$ cat src/rtl/difficulty_ramp.sv
// rtl/difficulty_ramp.sv - level/difficulty controller driving the timer cluster period-decrement bus
// Optional kill-driven advance is built only when DIFFICULTY_KILL_BOOST_EN is defined.
module difficulty_ramp #(
  parameter int TICKS_PER_LEVEL = 10,
  parameter int KILLS_PER_LEVEL = 5,
  parameter int DEC_STEP        = 2_000_000,
  parameter int DEC_MAX         = 60_000_000,
  parameter int MAX_LEVEL       = 15,
  parameter int LEVELW          = 4
) (
  input  logic              clk,
  input  logic              rst,
  input  logic              start,
  input  logic              game_over,
  input  logic              tick,
  input  logic              kill,
  output logic [30:0]       dec,
  output logic [LEVELW-1:0] level,
  output logic              level_up,
  output logic              running
);

  typedef enum logic [1:0] {
    S_IDLE   = 2'd0,
    S_RUN    = 2'd1,
    S_FROZEN = 2'd2
  } state_t;

  localparam int TCW = $clog2(TICKS_PER_LEVEL + 1);

  state_t            state_q, state_d;
  logic [TCW-1:0]    tick_cnt_q, tick_cnt_d;
  logic [30:0]       dec_d;
  logic [LEVELW-1:0] level_d;
  logic              level_up_d;
  logic              running_d;

  logic              take_start;
  logic              count_en;
  logic              tick_hit;
  logic              kill_hit;
  logic              advance;
  logic [31:0]       dec_sum;
  logic [30:0]       dec_sat;

  // game_over beats a coincident start; inputs in a control cycle are not counted
  assign take_start = start && !game_over;
  assign count_en   = (state_q == S_RUN) && !start && !game_over;
  assign tick_hit   = count_en && tick && (tick_cnt_q == TCW'(TICKS_PER_LEVEL - 1));
  assign advance    = tick_hit || kill_hit;

  assign dec_sum = {1'b0, dec} + 32'(DEC_STEP);
  assign dec_sat = (dec_sum > 32'(DEC_MAX)) ? 31'(DEC_MAX) : dec_sum[30:0];

`ifdef DIFFICULTY_KILL_BOOST_EN
  localparam int KCW = $clog2(KILLS_PER_LEVEL + 1);

  logic [KCW-1:0] kill_cnt_q, kill_cnt_d;

  assign kill_hit = count_en && kill && (kill_cnt_q == KCW'(KILLS_PER_LEVEL - 1));

  always_comb begin
    kill_cnt_d = kill_cnt_q;
    if (take_start) begin
      kill_cnt_d = '0;
    end else if (count_en && kill) begin
      kill_cnt_d = kill_hit ? '0 : kill_cnt_q + KCW'(1);
    end
  end

  always_ff @(posedge clk) begin
    if (!rst) begin
      kill_cnt_q <= '0;
    end else begin
      kill_cnt_q <= kill_cnt_d;
    end
  end
`else
  logic kill_unused;

  assign kill_hit    = 1'b0;
  assign kill_unused = kill | (KILLS_PER_LEVEL < 1);
`endif

  always_ff @(posedge clk) begin
    if (!rst) begin
      state_q <= S_IDLE;
    end else begin
      state_q <= state_d;
    end
  end

  always_comb begin
    state_d = state_q;
    case (state_q)
      S_IDLE:   if (take_start) state_d = S_RUN;
      S_RUN:    if (game_over)  state_d = S_FROZEN;
      S_FROZEN: if (take_start) state_d = S_RUN;
      default:  state_d = S_IDLE;
    endcase
  end

  always_comb begin
    tick_cnt_d = tick_cnt_q;
    level_d    = level;
    dec_d      = dec;
    level_up_d = 1'b0;
    running_d  = (state_d == S_RUN);
    if (take_start) begin
      tick_cnt_d = '0;
      level_d    = '0;
      dec_d      = '0;
    end else if (count_en) begin
      if (tick) begin
        tick_cnt_d = tick_hit ? '0 : tick_cnt_q + TCW'(1);
      end
      // at the ceiling the counters still wrap but nothing else moves
      if (advance && (level < LEVELW'(MAX_LEVEL))) begin
        level_d    = level + LEVELW'(1);
        dec_d      = dec_sat;
        level_up_d = 1'b1;
      end
    end
  end

  always_ff @(posedge clk) begin
    if (!rst) begin
      tick_cnt_q <= '0;
      level      <= '0;
      dec        <= '0;
      level_up   <= 1'b0;
      running    <= 1'b0;
    end else begin
      tick_cnt_q <= tick_cnt_d;
      level      <= level_d;
      dec        <= dec_d;
      level_up   <= level_up_d;
      running    <= running_d;
    end
  end

endmodule

$ cat config.mk
export PLATFORM = sky130hd
export DESIGN_NAME = difficulty_ramp
export DESIGN_NICKNAME = d
export VERILOG_FILES = /design/src/rtl/difficulty_ramp.sv
export SDC_FILE = /design/constraint.sdc
export NUM_CORES = 1
export LEC_CHECK = 0
export CAP_MARGIN = 10
export CORE_MARGIN = 3
export CORE_UTILIZATION = 26
export DETAILED_ROUTE_END_ITERATION = 16
export PLACE_DENSITY = 0.44
export SETUP_SLACK_MARGIN = 0.1
export SKIP_CTS_REPAIR_TIMING = 1
export SYNTH_ARGS = -nofsm -noshare
export SYNTH_HDL_FRONTEND = slang
export SYNTH_SLANG_ARGS = --single-unit
$ cat constraint.sdc
create_clock -name clk -period 4.7 [get_ports clk]
set_input_delay 1.175 -clock clk [delete_from_list [all_inputs] [get_ports clk]]
set_output_delay 1.175 -clock clk [all_outputs]
set_load 0.02 [all_outputs]
==> Word-level counts from Yosys, hierarchy flattened <==
Cells that the tools add are included.
Widths: inputs -> output; s select.
{ "word_totals": {"reg_bits": 43, "inputBits": 6, "out_inout_bits": 37, "word_cells": 37} }
{ "classes": {"reduce_logical": 14, "mux": 6, "eq_ne": 4, "n_lt_le_gt_ge": 2, "n_addsub": 3, "bitwise_logic": 2} }
{ "op_table": {"columns": ["op", "n"], "rows": [
  ["$add 31x21->32 const B", 1],
  ["$gt 32x26->1 const B", 1],
  ["$mux 31", 1],
  ["$add 4x1->4 const B", 2],
  ["$logic_and 1x1->1", 6],
  ["$eq 2x1->1 const B", 2],
  ["$eq 4x4->1 const B", 1],
  ["$lt 4x4->1 const B", 1],
  ["$mux 2", 2],
  ["$mux 4", 1],
  ["$pmux 2 s2", 1],
  ["$reduce_and 2->1", 2],
  ["$reduce_or 2->1", 2],
  ["$reduce_or 3->1", 1],
  ["$eq 2x2->1 const B", 1],
  ["$logic_not 1->1", 2],
  ["$logic_not 2->1", 1],
  ["$not 1->1", 2],
  ["$mux 1", 1]
]} }

==> Logic depth before layout (Yosys ltp) <==
Gate-level depths: netlist of run 1.
{ "depth": {"word_depth": 7, "depth_mapped": 12} }

==> Worst setup path after synthesis of run 1 <==
OpenSTA, ideal clock, no wires.
{ "synth_timing": {"path_kind": "input-to-reg", "from": "in game_over", "to": "reg dec[12]", "setup_ns": 0.062, "required_ns": 4.638, "arrival_ns": 3.208, "slack_ns": 1.430, "path_stages": 10, "cell_sequence": "clkbuf_1 > and4bb_1 > and4_1 > buf_2 > and3_1 > a31oi_1 > a2111oi_2 > o311a_2 > or4b_1 > nand3_1"} }
{ "synth_between": {"elab_chain_cells": 6} }
{ "synth_lines": {"columns": ["item", "line_no", "source"], "rows": [
  ["from (decl)", "14", "input logic game_over,"],
  ["$logic_not 1->1 *", "47, 48", null],
  ["$logic_and 1x1->1", "48", "assign count_en = (state_q == S_RUN) && !start && !game_over;"],
  ["$logic_and 1x1->1 (2 in a row)", "49", "assign tick_hit = count_en && tick && (tick_cnt_q == TCW'(TICKS_PER_LEVEL - 1));"],
  ["$logic_and 1x1->1", "118", "if (advance && (level < LEVELW'(MAX_LEVEL))) begin"],
  ["$reduce_and 2->1 (no line)", null, null],
  ["to (signal assigned)", "130", "dec <= '0;"],
  ["to (signal assigned)", "136", "dec <= dec_d;"],
  ["to (decl)", "17", "output logic [30:0] dec,"]
]} }
Every way passes the cells marked *; elsewhere a longest branch is shown, timed or not.
A chain may end at the register's enable or synchronous reset.

==> Final worst setup path of run 1 <==
Same ends and word-level chain as after synthesis.

==> flow_metrics.py, run 1 <==
metrics = {
    "place": {
        "port_buffers": 34,
        "hpwl_um": 4634,
        "post-place-ws_ns": 0.7308,
        "dp_cells": 433,
        "gp_congestion": 0.8406,
    },
    "synthesis": {
        "ys_seq_elements": 36,
        "synth_top_cell_area_share": 0.2992,
        "yosys-top-cells-area": "dfxtp_1 (30%), and3_1 (4.4%), o21ai_0 (4.2%), nand2_1 (4.1%), nor3_1 (3.7%)",
        "synth_top_area_cell": "dfxtp_1",
        "synth_edf_count": 0,
        "yosys.cell_types.count": 64,
        "yosysSeqAreaShare": 0.2992,
        "ys.warnings.count": 0,
        "synth_top_flop_cell": "dfxtp_1",
        "synth.cell_area_um2": 2409,
        "async_reset_ff_frac": 0,
        "syn_area_per_cell_um2": 7.845,
        "synth_cells": 307,
    },
    "critical_path": {
        "reg2reg_slack_ns": 1.38,
        "required_ns": 4.93,
        "r2r_end": "dec[12]",
        "end_kind": "register",
        "crit_fanout": 13,
        "reg2reg_depth": 8,
        "startpoint": "game_over",
        "cp-endpoint": "dec[12]",
        "worstReg2RegStart": "dec[7]",
        "path_class": "in2reg",
        "worstPathArrival_ns": 3.89,
        "start_kind": "input port",
    },
    "sta": {
        "period_share": 0.7800,
        "fin_ws_ns": 1.034,
        "fin_crit_ns": 3.666,
        "tightest_slew_ns": 0.9903,
        "hold_viol": 0,
        "drv_slew": 0,
        "grt_setup_unrepaired": "false",
        "setup_viol": 0,
        "clock_skew_ns": 0.005146,
        "relSlewSlack": 0.3398,
        "fin_setup_tns_ns": 0,
        "fmax_mhz": 272.8,
    },
    "power": {
        "p_seq_frac": 0.504,
        "switchingPower_mw": 0.1373,
        "power_density_nw_per_um2": 210.0,
        "leakage_nw": 1.180,
        "swShare": 0.2257,
        "power.share.clock": 0.454,
        "pwr-share-comb": 0.042,
        "ir_worst_vdd_uv": 92.50,
        "internal_power_mw": 0.4708,
    },
    "layout": {
        "final_util": 0.3272,
        "layout_common_cells": "dfxtp_1 (36), clkdlybuf4s50_1 (34), nand2_1 (26)",
        "syn2layout_area_growth_pct": 20.21,
        "nets": 342,
        "fill_cells": 960,
        "drive_gt1_frac": 0.06907,
        "diodes": 0,
        "fin_cells": 441,
        "layout_commonest_cell": "dfxtp_1",
    },
    "global_routing": {
        "grt_pass1_wl_um": 10770,
        "antenna_found_initial": 0,
        "grt_max_degree": 30,
        "grt_overflow": 0,
        "grt_pass1_vias": 2099,
        "track_usage": 0.1277,
    },
    "cts": {
        "clockRootBuffer": "clkbuf_8",
        "clkLatencyLatePin_ns": 0.29,
        "clk_path_buf_depth": 2,
        "cts_num_sinks": 36,
        "cts_tree": "built",
        "h-tree-depth": 2,
        "clkSlewWorstSetupHoldPaths_ns": 0.08,
        "cts_buffers": 5,
    },
    "run_status": {
        "status": "complete, no violations",
    },
    "min_path": {
        "min_path_type": "reg2reg",
    },
    "floorplanning": {
        "core-area_um2": 8848,
        "rows": 34,
        "io-pin-count": 43,
        "die_h_um": 102.3,
        "die_w_um": 102.3,
        "initial_utilization": 0.2722,
        "die_area_um2": 10460,
    },
    "drt": {
        "wl_met1_um": 3249,
        "dr_wl_met3_um": 130,
        "first_iter_violations": 69,
        "routed-wl-met2_um": 3021,
        "top_layer": "met4",
        "num_vias": 2254,
        "vias_per_cell": 5.111,
        "drt_wl_total_um": 6445,
        "first_pass_iters": 4,
        "ant_nets": 0,
        "avgRoutedWirePerCell_um": 14.61,
        "drc": 0,
    },
    "flow_run": {
        "drv_cap": 0,
    },
}
==> cells by family after synthesis <==
logic type | share of synthesized area
AND/OR/NAND/NOR | 0.3522
AO/OA/AOI/OAI | 0.2249
flip-flops | 0.2992
buffers and inverters | 0.07117
XOR/XNOR | 0.02182
adder cells (fa/ha/maj) | 0.02078
multiplexers | 0.008312
other | 0.001557
==> synth_stat cells (2+ instances only) <==
| cell type | count |
|---|---|
| buf_2 | 5 |
| o21a_1 | 2 |
| nand2_1 | 26 |
| mux2i_1 | 2 |
| or3_1 | 3 |
| nor4_1 | 3 |
| nor3_1 | 18 |
| ha_1 | 4 |
| dfxtp_1 | 36 |
| nor2b_1 | 6 |
| a21o_1 | 2 |
| nor3b_1 | 4 |
| xnor2_1 | 2 |
| a211oi_1 | 3 |
| nand4_1 | 11 |
| buf_4 | 10 |
| inv_1 | 6 |
| a21oi_1 | 16 |
| nand3_1 | 16 |
| o21ai_0 | 20 |
| nor2_1 | 24 |
| o211a_1 | 7 |
| xor2_1 | 4 |
| a211o_1 | 2 |
| and3_1 | 17 |
| and4b_1 | 2 |
| nand2b_1 | 3 |
| o311ai_1 | 2 |
| a31oi_1 | 2 |
| and2_1 | 6 |
| clkbuf_1 | 10 |
==> area by class of cell <==
class | instances | area (um^2) | area share
clock buffers | 6 | 72.57 | 0.02506
well taps | 108 | 135.1 | 0.04667
multi-input cells | 245 | 1539 | 0.5315
inverters | 6 | 22.52 | 0.007779
flip-flops and latches | 36 | 720.7 | 0.2489
clock inverters | 2 | 35.03 | 0.01210
repair buffers | 38 | 370.4 | 0.1279
==> flip-flops by register name, summed over array words and instances, names as in the netlist <==
| name | flops |
|---|---|
| dec | 24 |
| level | 4 |
| level_up | 1 |
| running | 1 |
| state_q | 2 |
| tick_cnt_q | 4 |
==> power groups by stage <==
| stage | logic [mW] | clock network (mW) | registers (mW) |
|---|---|---|---|
| detailed placement | 0.0257 | 0 | 0.314 |
| global placement | 0.0256 | 0 | 0.314 |
| finish | 0.0256 | 0.276 | 0.306 |
| floorplan | 0.0210 | 0 | 0.314 |
| global route | 0.0284 | 0.302 | 0.307 |
| CTS | 0.0258 | 0.290 | 0.306 |
==> metrics by stage <==
stage	hold WS, ns	power [mW]	cell area (um^2)
2_1_floorplan	0.4710	0.3350	2431
3_3_place_gp	0.5000	0.3392	2788
3_5_place_dp	0.5032	0.3393	2788
4_1_cts	0.5176	0.6221	2895
5_1_grt	0.5318	0.6369	2895
6_report	0.5206	0.6081	2895
==> per-layer routing <==
metal | vias to the layer above | global-route usage
met1 | 1044 | 0.1791
met5 | - | 0
met2 | 30 | 0.2044
met4 | 0 | 0.03229
li1 | 1178 | -
met3 | 2 | 0.02048
==> worst max-delay path: stages <==
cell and delay (ns):
clkdlybuf4s50_1 0.52, and4bb_1 0.32, and4_1 0.21, and3_1 0.15, a31oi_1 0.10, a2111oi_2 0.44, o311a_2 0.42, or4b_1 0.47
nand3_1 0.09
==> worst min path at each step <==
stage | start | to | slack [ns] | cells past startpoint
after detailed placement | tick_cnt_q[3] | tick_cnt_q[3] | 0.50 | 2
after CTS | tick_cnt_q[3] | tick_cnt_q[3] | 0.52 | 2
after floorplan | tick_cnt_q[3] | tick_cnt_q[3] | 0.47 | 2
after global routing | tick_cnt_q[3] | tick_cnt_q[3] | 0.53 | 2
final | tick_cnt_q[3] | tick_cnt_q[3] | 0.52 | 2
after global placement | tick_cnt_q[3] | tick_cnt_q[3] | 0.50 | 2
Power figures use the tool's default switching activity.
==> run 2: changes to the inputs <==
==> constraint.sdc (replaced) <==
create_clock -name clk -period 3.8 [get_ports clk]
set_input_delay 0.95 -clock clk [delete_from_list [all_inputs] [get_ports clk]]
set_output_delay 0.95 -clock clk [all_outputs]
set_load 0.02 [all_outputs]
==> flow_metrics.py, run 2 (same netlist as run 1, synthesis figures left out) <==
metrics = {
    "critical_path": {
        "reg2reg_slack_ns": 0.65,
        "startpoint": "start",
        "end_kind": "register",
        "crit_fanout": 4,
        "start_kind": "input port",
        "cp-endpoint": "dec[12]",
        "required_ns": 4.04,
        "worstReg2RegStart": "dec[7]",
        "r2r_end": "dec[12]",
        "path_class": "in2reg",
        "worstPathArrival_ns": 3.46,
        "reg2reg_depth": 8,
    },
    "layout": {
        "syn2layout_area_growth_pct": 22.08,
        "final_util": 0.3323,
        "largest_reg_flops": 24,
        "fin_cells": 449,
        "layout_common_cells": "dfxtp_1 (36), clkdlybuf4s50_1 (34), nand2_1 (26)",
        "top_register": "dec",
        "layout_commonest_cell": "dfxtp_1",
        "drive_gt1_frac": 0.09384,
        "nets": 350,
        "reg_top3": "dec x24, level x4, tick_cnt_q x4",
        "diodes": 0,
    },
    "cts": {
        "clkSlewWorstSetupHoldPaths_ns": 0.09,
        "cts_buffers": 5,
        "cts_tree": "built",
        "clkLatencyLatePin_ns": 0.30,
        "clk_path_buf_depth": 2,
        "clockRootBuffer": "clkbuf_8",
        "h-tree-depth": 2,
        "cts_num_sinks": 36,
    },
    "drt": {
        "drt_wl_total_um": 6594,
        "first_pass_iters": 4,
        "drc": 0,
        "vias_per_cell": 5.129,
        "first_iter_violations": 71,
        "avgRoutedWirePerCell_um": 14.69,
        "num_vias": 2303,
        "ant_nets": 0,
    },
    "place": {
        "dp_cells": 441,
        "post-place-ws_ns": 0.2396,
        "gp_congestion": 0.8499,
        "port_buffers": 34,
        "hpwl_um": 4894,
    },
    "flow_run": {
        "drv_cap": 0,
    },
    "sta": {
        "fin_ws_ns": 0.5788,
        "clock_skew_ns": 0.01053,
        "hold_viol": 0,
        "grt_setup_unrepaired": "false",
        "fin_setup_tns_ns": 0,
        "relSlewSlack": 0.5272,
        "fin_crit_ns": 3.221,
        "fmax_mhz": 310.4,
        "setup_viol": 0,
        "whs_ns": 0.5234,
        "period_share": 0.8477,
        "tightest_slew_ns": 0.6981,
        "drv_slew": 0,
    },
    "floorplanning": {
        "die_area_um2": 10460,
        "initial_utilization": 0.2722,
        "core-area_um2": 8848,
        "die_w_um": 102.3,
        "io-pin-count": 43,
        "rows": 34,
        "die_h_um": 102.3,
    },
    "min_path": {
        "min_path_type": "reg2reg",
    },
    "global_routing": {
        "grt_overflow": 0,
        "grt_pass1_wl_um": 10810,
        "track_usage": 0.1287,
        "antenna_found_initial": 0,
        "grt_max_degree": 18,
        "grt_pass1_vias": 2090,
    },
    "run_status": {
        "status": "complete, no violations",
    },
    "power": {
        "power_density_nw_per_um2": 240.5,
        "ir_worst_vdd_uv": 104.0,
        "leakage_nw": 1.206,
    },
}
-- run 2: routing by layer --
metal  global-route usage  wire (um)  up-vias  part of all wire
met2               0.2074       3073       31              0.47
met5                    0          0        -                 0
li1                     -          -     1187                 -
met4              0.03027         52        0            0.0079
met1               0.1791       3297     1079              0.50
met3              0.02253        171        6             0.026
-- run 2: final cells by class --
| type | instances | area (um^2) |
|---|---|---|
| Fill cell | 936 | 5908 |
| Multi-Input combinational cell | 245 | 1539 |
| Sequential cell | 36 | 720.7 |
| Timing Repair Buffer | 46 | 430.4 |
| Tap cell | 108 | 135.1 |
| Clock buffer | 5 | 68.82 |
| Clock inverter | 3 | 23.77 |
| Inverter | 6 | 22.52 |
-- run 2: critical path, stage by stage --
cell and delay [ns]:
clkdlybuf4s50_1 0.47, and4bb_1 0.32, and4_1 0.21, and3_1 0.15, a31oi_1 0.10, a2111oi_2 0.42, o311a_2 0.30, or4b_1 0.45
nand3_1 0.09
-- run 2: worst min-delay path by stage --
stage | cells after the start | endpoint | slack [ns] | startpoint
6_report | 2 | tick_cnt_q[3] | 0.52 | tick_cnt_q[3]
5_1_grt | 1 | dec[30] | 0.56 | dec[30]
4_1_cts | 2 | tick_cnt_q[2] | 0.53 | tick_cnt_q[2]
3_5_place_dp | 2 | tick_cnt_q[3] | 0.52 | tick_cnt_q[3]
3_3_place_gp | 2 | tick_cnt_q[3] | 0.50 | tick_cnt_q[3]
2_1_floorplan | 2 | tick_cnt_q[3] | 0.47 | tick_cnt_q[3]
-- run 2: stage by stage --
step	power [mW]	cell area (um^2)
detailed placement	0.4224	2848
global placement	0.4222	2848
CTS	0.7208	2940
finish	0.7071	2940
global route	0.7364	2940
floorplan	0.4143	2431
-- run 2: where the power goes --
| part | switching, mW | leakage (nW) | total [mW] | internal (mW) |
|---|---|---|---|---|
| Sequential | 0.000704 | 0.290 | 0.379 | 0.378 |
| Combinational | 0.0231 | 0.875 | 0.0346 | 0.0114 |
| Clock | 0.163 | 0.0404 | 0.294 | 0.130 |
| Total | 0.187 | 1.21 | 0.707 | 0.520 |
==> run 3: changes to the inputs <==
--- a/config.mk
+++ b/config.mk
@@ -9,7 +9,7 @@
 export CORE_MARGIN = 3
 export CORE_UTILIZATION = 26
 export DETAILED_ROUTE_END_ITERATION = 16
-export PLACE_DENSITY = 0.44
+export PLACE_DENSITY = 0.46
 export SETUP_SLACK_MARGIN = 0.1
 export SKIP_CTS_REPAIR_TIMING = 1
 export SYNTH_ARGS = -nofsm -noshare
==> constraint.sdc (replaced) <==
create_clock -name clk -period 2.8 [get_ports clk]
set_input_delay 0.7 -clock clk [delete_from_list [all_inputs] [get_ports clk]]
set_output_delay 0.7 -clock clk [all_outputs]
set_load 0.02 [all_outputs]
==> flow_metrics.py, run 3 (same netlist as run 1, synthesis figures left out) <==
metrics = {
    "layout": {
        "fin_cells": 493,
        "fill_cells": 906,
        "nets": 394,
        "seqCellArea_um2": 737.0,
        "diodes": 0,
        "reg_top3": "dec x24, level x4, tick_cnt_q x4",
        "layout_commonest_cell": "buf_4",
        "top_register": "dec",
        "largest_reg_flops": 24,
        "layout_common_cells": "buf_4 (52), clkdlybuf4s50_1 (31), dfxtp_1 (27)",
        "final_util": 0.3945,
        "final_area_um2": 3491,
        "syn2layout_area_growth_pct": 44.94,
        "drive_gt1_frac": 0.2623,
        "multi_input_comb_area_um2": 1702,
    },
    "drt": {
        "vias_per_cell": 5.197,
        "ant_nets": 0,
        "drc": 0,
        "first_pass_iters": 6,
        "first_iter_violations": 98,
        "drt_wl_total_um": 7372,
        "num_vias": 2562,
        "avgRoutedWirePerCell_um": 14.95,
    },
    "min_path": {
        "min_path_type": "reg2reg",
    },
    "floorplanning": {
        "die_h_um": 102.3,
        "core-area_um2": 8848,
        "rows": 34,
        "die_w_um": 102.3,
        "die_area_um2": 10460,
        "io-pin-count": 43,
        "initial_utilization": 0.2722,
    },
    "sta": {
        "clock_skew_ns": 0.01114,
        "hold_viol": 0,
        "whs_ns": 0.5266,
        "setup_viol": 0,
        "fin_setup_tns_ns": 0,
        "fin_crit_ns": 2.678,
        "period_share": 0.9565,
        "fin_ws_ns": 0.1219,
        "grt_setup_unrepaired": "true",
        "drv_slew": 0,
        "fmax_mhz": 373.4,
    },
    "cts": {
        "clkLatencyLatePin_ns": 0.31,
        "clkSlewWorstSetupHoldPaths_ns": 0.08,
        "cts_buffers": 5,
        "cts_tree": "built",
        "clk_path_buf_depth": 2,
        "clockRootBuffer": "clkbuf_8",
        "h-tree-depth": 2,
        "cts_num_sinks": 36,
    },
    "global_routing": {
        "grt_max_degree": 17,
        "track_usage": 0.1405,
        "grt_overflow": 0,
        "grt_pass1_wl_um": 11790,
        "antenna_found_initial": 0,
        "grt_pass1_vias": 2290,
    },
    "power": {
        "ir_worst_vdd_uv": 158.1,
        "power_density_nw_per_um2": 299.1,
        "leakage_nw": 1.554,
        "totalPowerFinal_mw": 1.044,
    },
    "run_status": {
        "status": "complete, no violations",
    },
    "critical_path": {
        "path_class": "reg2reg",
        "start_kind": "register",
        "end_kind": "register",
        "worstPathArrival_ns": 2.92,
        "crit_fanout": 6,
        "required_ns": 3.04,
    },
    "place": {
        "post-place-ws_ns": -0.3420,
        "place_area_um2": 3137,
        "port_buffers": 34,
        "hpwl_um": 5456,
        "dp_cells": 478,
        "gp_congestion": 0.8509,
    },
    "flow_run": {
        "drv_cap": 0,
    },
}
## run 3: changes by cell type in the layout (fill, tap and decap cells not counted), sizes merged
cell	change
bufinv	+1
clkdlybuf4s50	-3
dlymetal6s2s	+3
clkinvlp	-1
buf	+44
## run 3: critical path: stages, from the launching register on
cell and delay, ns:
dfxtp_2 0.41, nand2_4 0.11, or4_4 0.58, a211oi_4 0.22, xor2_1 0.13, a2111oi_4 0.36, o311a_4 0.28, or4b_4 0.46
nand3_2 0.07
## run 3: power by group
group	switching, mW	total, mW	internal, mW
combinational	0.0324	0.0492	0.0168
sequential	0.00102	0.512	0.511
clock	0.219	0.483	0.264
total	0.252	1.04	0.792
## run 3: final timing paths
path	from	end	cells past startpoint	slack, ns
min	tick_cnt_q[2]	tick_cnt_q[2]	2	0.53
min reg2reg	tick_cnt_q[2]	tick_cnt_q[2]	2	0.53
max reg2reg	dec[12]	dec[12]	8	0.12
max	dec[12]	dec[12]	8	0.12
## run 3: layout make-up
cell class                      count  area share
Multi-Input combinational cell    245      0.4875
Inverter                            6    0.006452
Clock inverter                      3     0.01219
Sequential cell                    36      0.2111
Clock buffer                        5     0.01971
Timing Repair Buffer               90      0.2244
Tap cell                          108     0.03871
## run 3: layer usage
layer / wire length [um] / GRT usage
met1: 3542 / 0.1908
met5: 0 / 0
met2: 3576 / 0.2304
met4: 99 / 0.03935
met3: 153 / 0.02253
==> variant 1: new RTL, config.mk and constraints of run 3 <==
The option `DIFFICULTY_KILL_BOOST_EN` is turned on by a define.
--- a/src/rtl/difficulty_ramp.sv
+++ b/src/rtl/difficulty_ramp.sv
@@ -1,5 +1,7 @@
 // rtl/difficulty_ramp.sv - level/difficulty controller driving the timer cluster period-decrement bus
 // Optional kill-driven advance is built only when DIFFICULTY_KILL_BOOST_EN is defined.
+`define DIFFICULTY_KILL_BOOST_EN
+
 module difficulty_ramp #(
   parameter int TICKS_PER_LEVEL = 10,
   parameter int KILLS_PER_LEVEL = 5,
Behaviour: not the same (Yosys sat finds a counterexample within 10 cycles, from zero or initial values and one cycle with rst low).
==> variant 1 against run 3 <==
  * Synthesized area rose by 4.9%
  * Sequential power rose by 9.0%
  * Critical endpoint is now dec[16]
  * Worst hold slack got worse by 0.047 ns
  * Highest routed layer unchanged
  * Routed wire length fell by 4.9%
  * Clock power fell by 3%
  * Power rose by 3.6%
  * Largest power group unchanged
  * Critical path type is now in2reg
  * Sequential cell count rose by 3
  * Worst setup slack improved by 0.15 ns
  * Final area fell by 8.4%
==> variant 1: results (changes against run 3) <==
sta:
  clock.fmax_mhz: 395  # was 373 MHz
  holdWs_ns: 0.479  # was 0.527 ns
  clock_skew_ns: 0.00706  # was 0.0111 ns
place:
  io_buffers: 35  # was 34
  place_inst: 469  # was 478
  routabilityCongestion: 0.790  # was 0.851
  pre_cts_slack_ns: -0.0364  # was -0.342 ns
  detailed_place_hpwl_um: 5240  # was 5460 um
  placedInstanceArea_um2: 3060  # was 3140 um^2
setup_path:
  worstSetupPathType: "in2reg"  # was reg2reg
  reg2regPathDepth: 9  # was 8
  critPathLaunchType: "input pin"  # was flip-flop
  r2r_setup_slack_ns: 0.29  # was 0.12 ns
  cp-startpoint: "game_over"  # was dec[12]
  timing.rr.start: "dec[7]"  # was dec[12]
  rr_endpoint: "dec[16]"  # was dec[12]
  cp_max_fo: 7  # was 6
pwr:
  pwr-share-clk: 0.435  # was 0.462
  power.leakage_nw: 1.24  # was 1.55 nW
  combinationalPower_mw: 0.0534  # was 0.0492 mW
  pg_clk_mw: 0.470  # was 0.483 mW
clock_tree:
  clk_latency_ns: 0.29  # was 0.31 ns
  cts.sinks: 39  # was 36
global_routing:
  grt_pass1_wl_um: 11700  # was 11800 um
  grt_max_degree: 21  # was 17
synth:
  ys_seq_area_frac: 0.309  # was 0.299
  yosys-top-cells-count: "dfxtp_1, nand2_1, nor2_1, nor3_1, and2_1"  # was dfxtp_1, nand2_1, nor2_1, o21ai_0, nor3_1
  synth_cell_types: 66  # was 64
  yosys-top-cells-area: "dfxtp_1, nand2_1, nor2_1"  # was dfxtp_1, and3_1, o21ai_0
  netlist_instances: 304  # was 307
route:
  routed_wl_um: 7010  # was 7370 um
  viasPerCell: 4.96  # was 5.20
  first_pass_iters: 4  # was 6
  routed-via-count: 2372  # was 2562
layout:
  n_all_inverters: 10  # was 6
  final-seq-area_um2: 782  # was 737 um^2
  n_all_buffers: 57  # was 90
  final_layout_size_suffix_gt1_frac: 0.143  # was 0.262
  multiInputGateArea_um2: 1590  # was 1700 um^2
  fill_cells: 1003  # was 906
  buf_share: 0.161  # was 0.224
  nets: 360  # was 394
  area_share_clock_buf_inv: 0.0352  # was 0.0319
  multi_input_gates: 235  # was 245
min_path:
  min_from: "kill_cnt_q[1]"  # was tick_cnt_q[2]
  whs_endpoint: "kill_cnt_q[1]"  # was tick_cnt_q[2]
floorplan:
  taps: 129  # was 108
outcome:
  status: "complete, no violations"  # unchanged
## variant 1: changes by cell type after synthesis, moves of 4 or more
cell / change
o21ai_0: -12
and3_1: -11
buf_2: +5
o221ai_1: +8
a21oi_1: -5
clkbuf_1: -5
nor2_1: +4
nor3_1: -5
inv_1: +4
and2_1: +6
nand3_1: -10
## variant 1: critical path, cell delays in order
cell	delay, ns
clkdlybuf4s50_1	0.45
nor4b_4	0.35
nand4_1	0.18
a32oi_2	0.22
nand2b_1	0.11
a221oi_4	0.20
buf_4	0.21
o21ai_2	0.10
o21a_1	0.19
## variant 1: metal layers
layer	vias up	global-route usage	routed length, um
met1	1134	0.174	3390
met5	-	0	0
met2	41	0.216	3260
li1	1195	-	-
met3	2	0.0266	325
met4	0	0.0272	30
## variant 1: kinds of logic after synthesis
logic type                 share of synthesized area
and+or+nand+nor                                0.276
AOI/OAI and AO/OA                              0.261
DFF                                            0.309
buffers and inverters                         0.0762
xor gates and xnor gates                      0.0347
adders and majority gates                     0.0297
muxes                                         0.0124
other                                        0.00148
==> variant 2: new RTL, settings of run 3 <==
Without the edit above. Encoding of `state_t`: now one-hot (3 bits for 3 states).
--- a/src/rtl/difficulty_ramp.sv
+++ b/src/rtl/difficulty_ramp.sv
@@ -20,10 +20,10 @@
   output logic              running
 );
 
-  typedef enum logic [1:0] {
-    S_IDLE   = 2'd0,
-    S_RUN    = 2'd1,
-    S_FROZEN = 2'd2
+  typedef enum logic [2:0] {
+    S_IDLE   = 3'b001,
+    S_RUN    = 3'b010,
+    S_FROZEN = 3'b100
   } state_t;
 
   localparam int TCW = $clog2(TICKS_PER_LEVEL + 1);
Function: same outputs for any inputs over 10 cycles, from zero or initial values and one cycle with rst low; not proved beyond that.
==> variant 2 against run 3 <==
  * The run now ends with negative setup slack left
  * Final area shrank 4.1%
  * Sequential cell count increased by 1
  * Power rose by 4.4%
  * Synthesized area fell by 3.7%
  * Worst setup slack lost 0.13 ns
  * Fmax fell by 4.7%
  * Sequential share of layout area grew 1.2 points
  * Synthesized cell count is 1.6% lower
  * Worst hold slack got worse by 0.017 ns
  * Routed wire length down 3.8%
  * Clock power grew 5.8%
  * Critical path type unchanged
  * Critical endpoint is now dec[18]
  * Largest power group unchanged
==> variant 2: results (changes against run 3) <==
place:
  routabilityCongestion: 0.852  # was 0.851
  pre_cts_slack_ns: -0.469  # was -0.342 ns
  detailed_place_hpwl_um: 5110  # was 5460 um
  placedInstanceArea_um2: 3080  # was 3140 um^2
  place_inst: 465  # was 478
synth:
  synth_compound_gate_area_share: 0.242  # was 0.225
  yosys-top-cells-area: "dfxtp_1, nand2_1, nor2_1"  # was dfxtp_1, and3_1, o21ai_0
  syn_avg_cell_area_um2: 7.68  # was 7.85 um^2
  synth_xor_area_frac: 0.0415  # was 0.0218
  ys_seq_area_frac: 0.319  # was 0.299
  muxShareOfSynthArea: 0.00863  # was 0.00831
pwr:
  irDropWorstVdd_v: 0.000159  # was 0.000158 V
  power.leakage_nw: 1.26  # was 1.55 nW
route:
  viasPerCell: 5.12  # was 5.20
  first_pass_iters: 4  # was 6
  wire_per_inst_um: 14.8  # was 15.0 um
  drtIter0Drc: 74  # was 98
  routed_wl_um: 7090  # was 7370 um
outcome:
  violations: "negative setup slack"
  status: "finished, violations left"  # was complete, no violations
global_routing:
  grt_max_degree: 21  # was 17
  grt_pass1_vias: 2236  # was 2290
  grtUsageTotal: 0.140  # was 0.141
  grt_pass1_wl_um: 11400  # was 11800 um
setup_path:
  reg2regPathDepth: 10  # was 8
sta:
  fin_ws_ns: -0.0110  # was 0.122 ns
  final-setup-viol-count: 1  # was 0
  clock_skew_ns: 0.00968  # was 0.0111 ns
min_path:
  whs_path_depth: 1  # was 2
layout:
  nets: 383  # was 394
  final_layout_size_suffix_gt1_frac: 0.246  # was 0.262
[variant 2: final timing paths]
kind | from | to | slack [ns]
setup reg to reg | dec[20] | dec[18] | -0.01
setup / recovery | dec[20] | dec[18] | -0.01
hold reg to reg | state_q[0] | state_q[2] | 0.51
hold / removal | state_q[0] | state_q[2] | 0.51
[variant 2: power breakdown]
group	internal, mW	switching [mW]
Clock	0.290	0.221
Combinational	0.0186	0.0309
Sequential	0.528	0.00195
Total	0.836	0.254
[variant 2: per-layer routing]
metal | vias to the layer above | global-route usage | wire length (um)
met5 | - | 0 | 0
met4 | 0 | 0.0394 | 76
met3 | 5 | 0.0304 | 228
met2 | 34 | 0.226 | 3370
met1 | 1192 | 0.187 | 3410
li1 | 1223 | - | -
[variant 2: layout make-up]
type                    instances  area, um^2
fillers                       884        5070
multi-input cells             236        1560
repair buffers                 85         763
flip-flops and latches         37         746
well taps                     105         131
clock buffers                   6        82.6
clock inverters                 2        37.5
inverters                       8        30.0
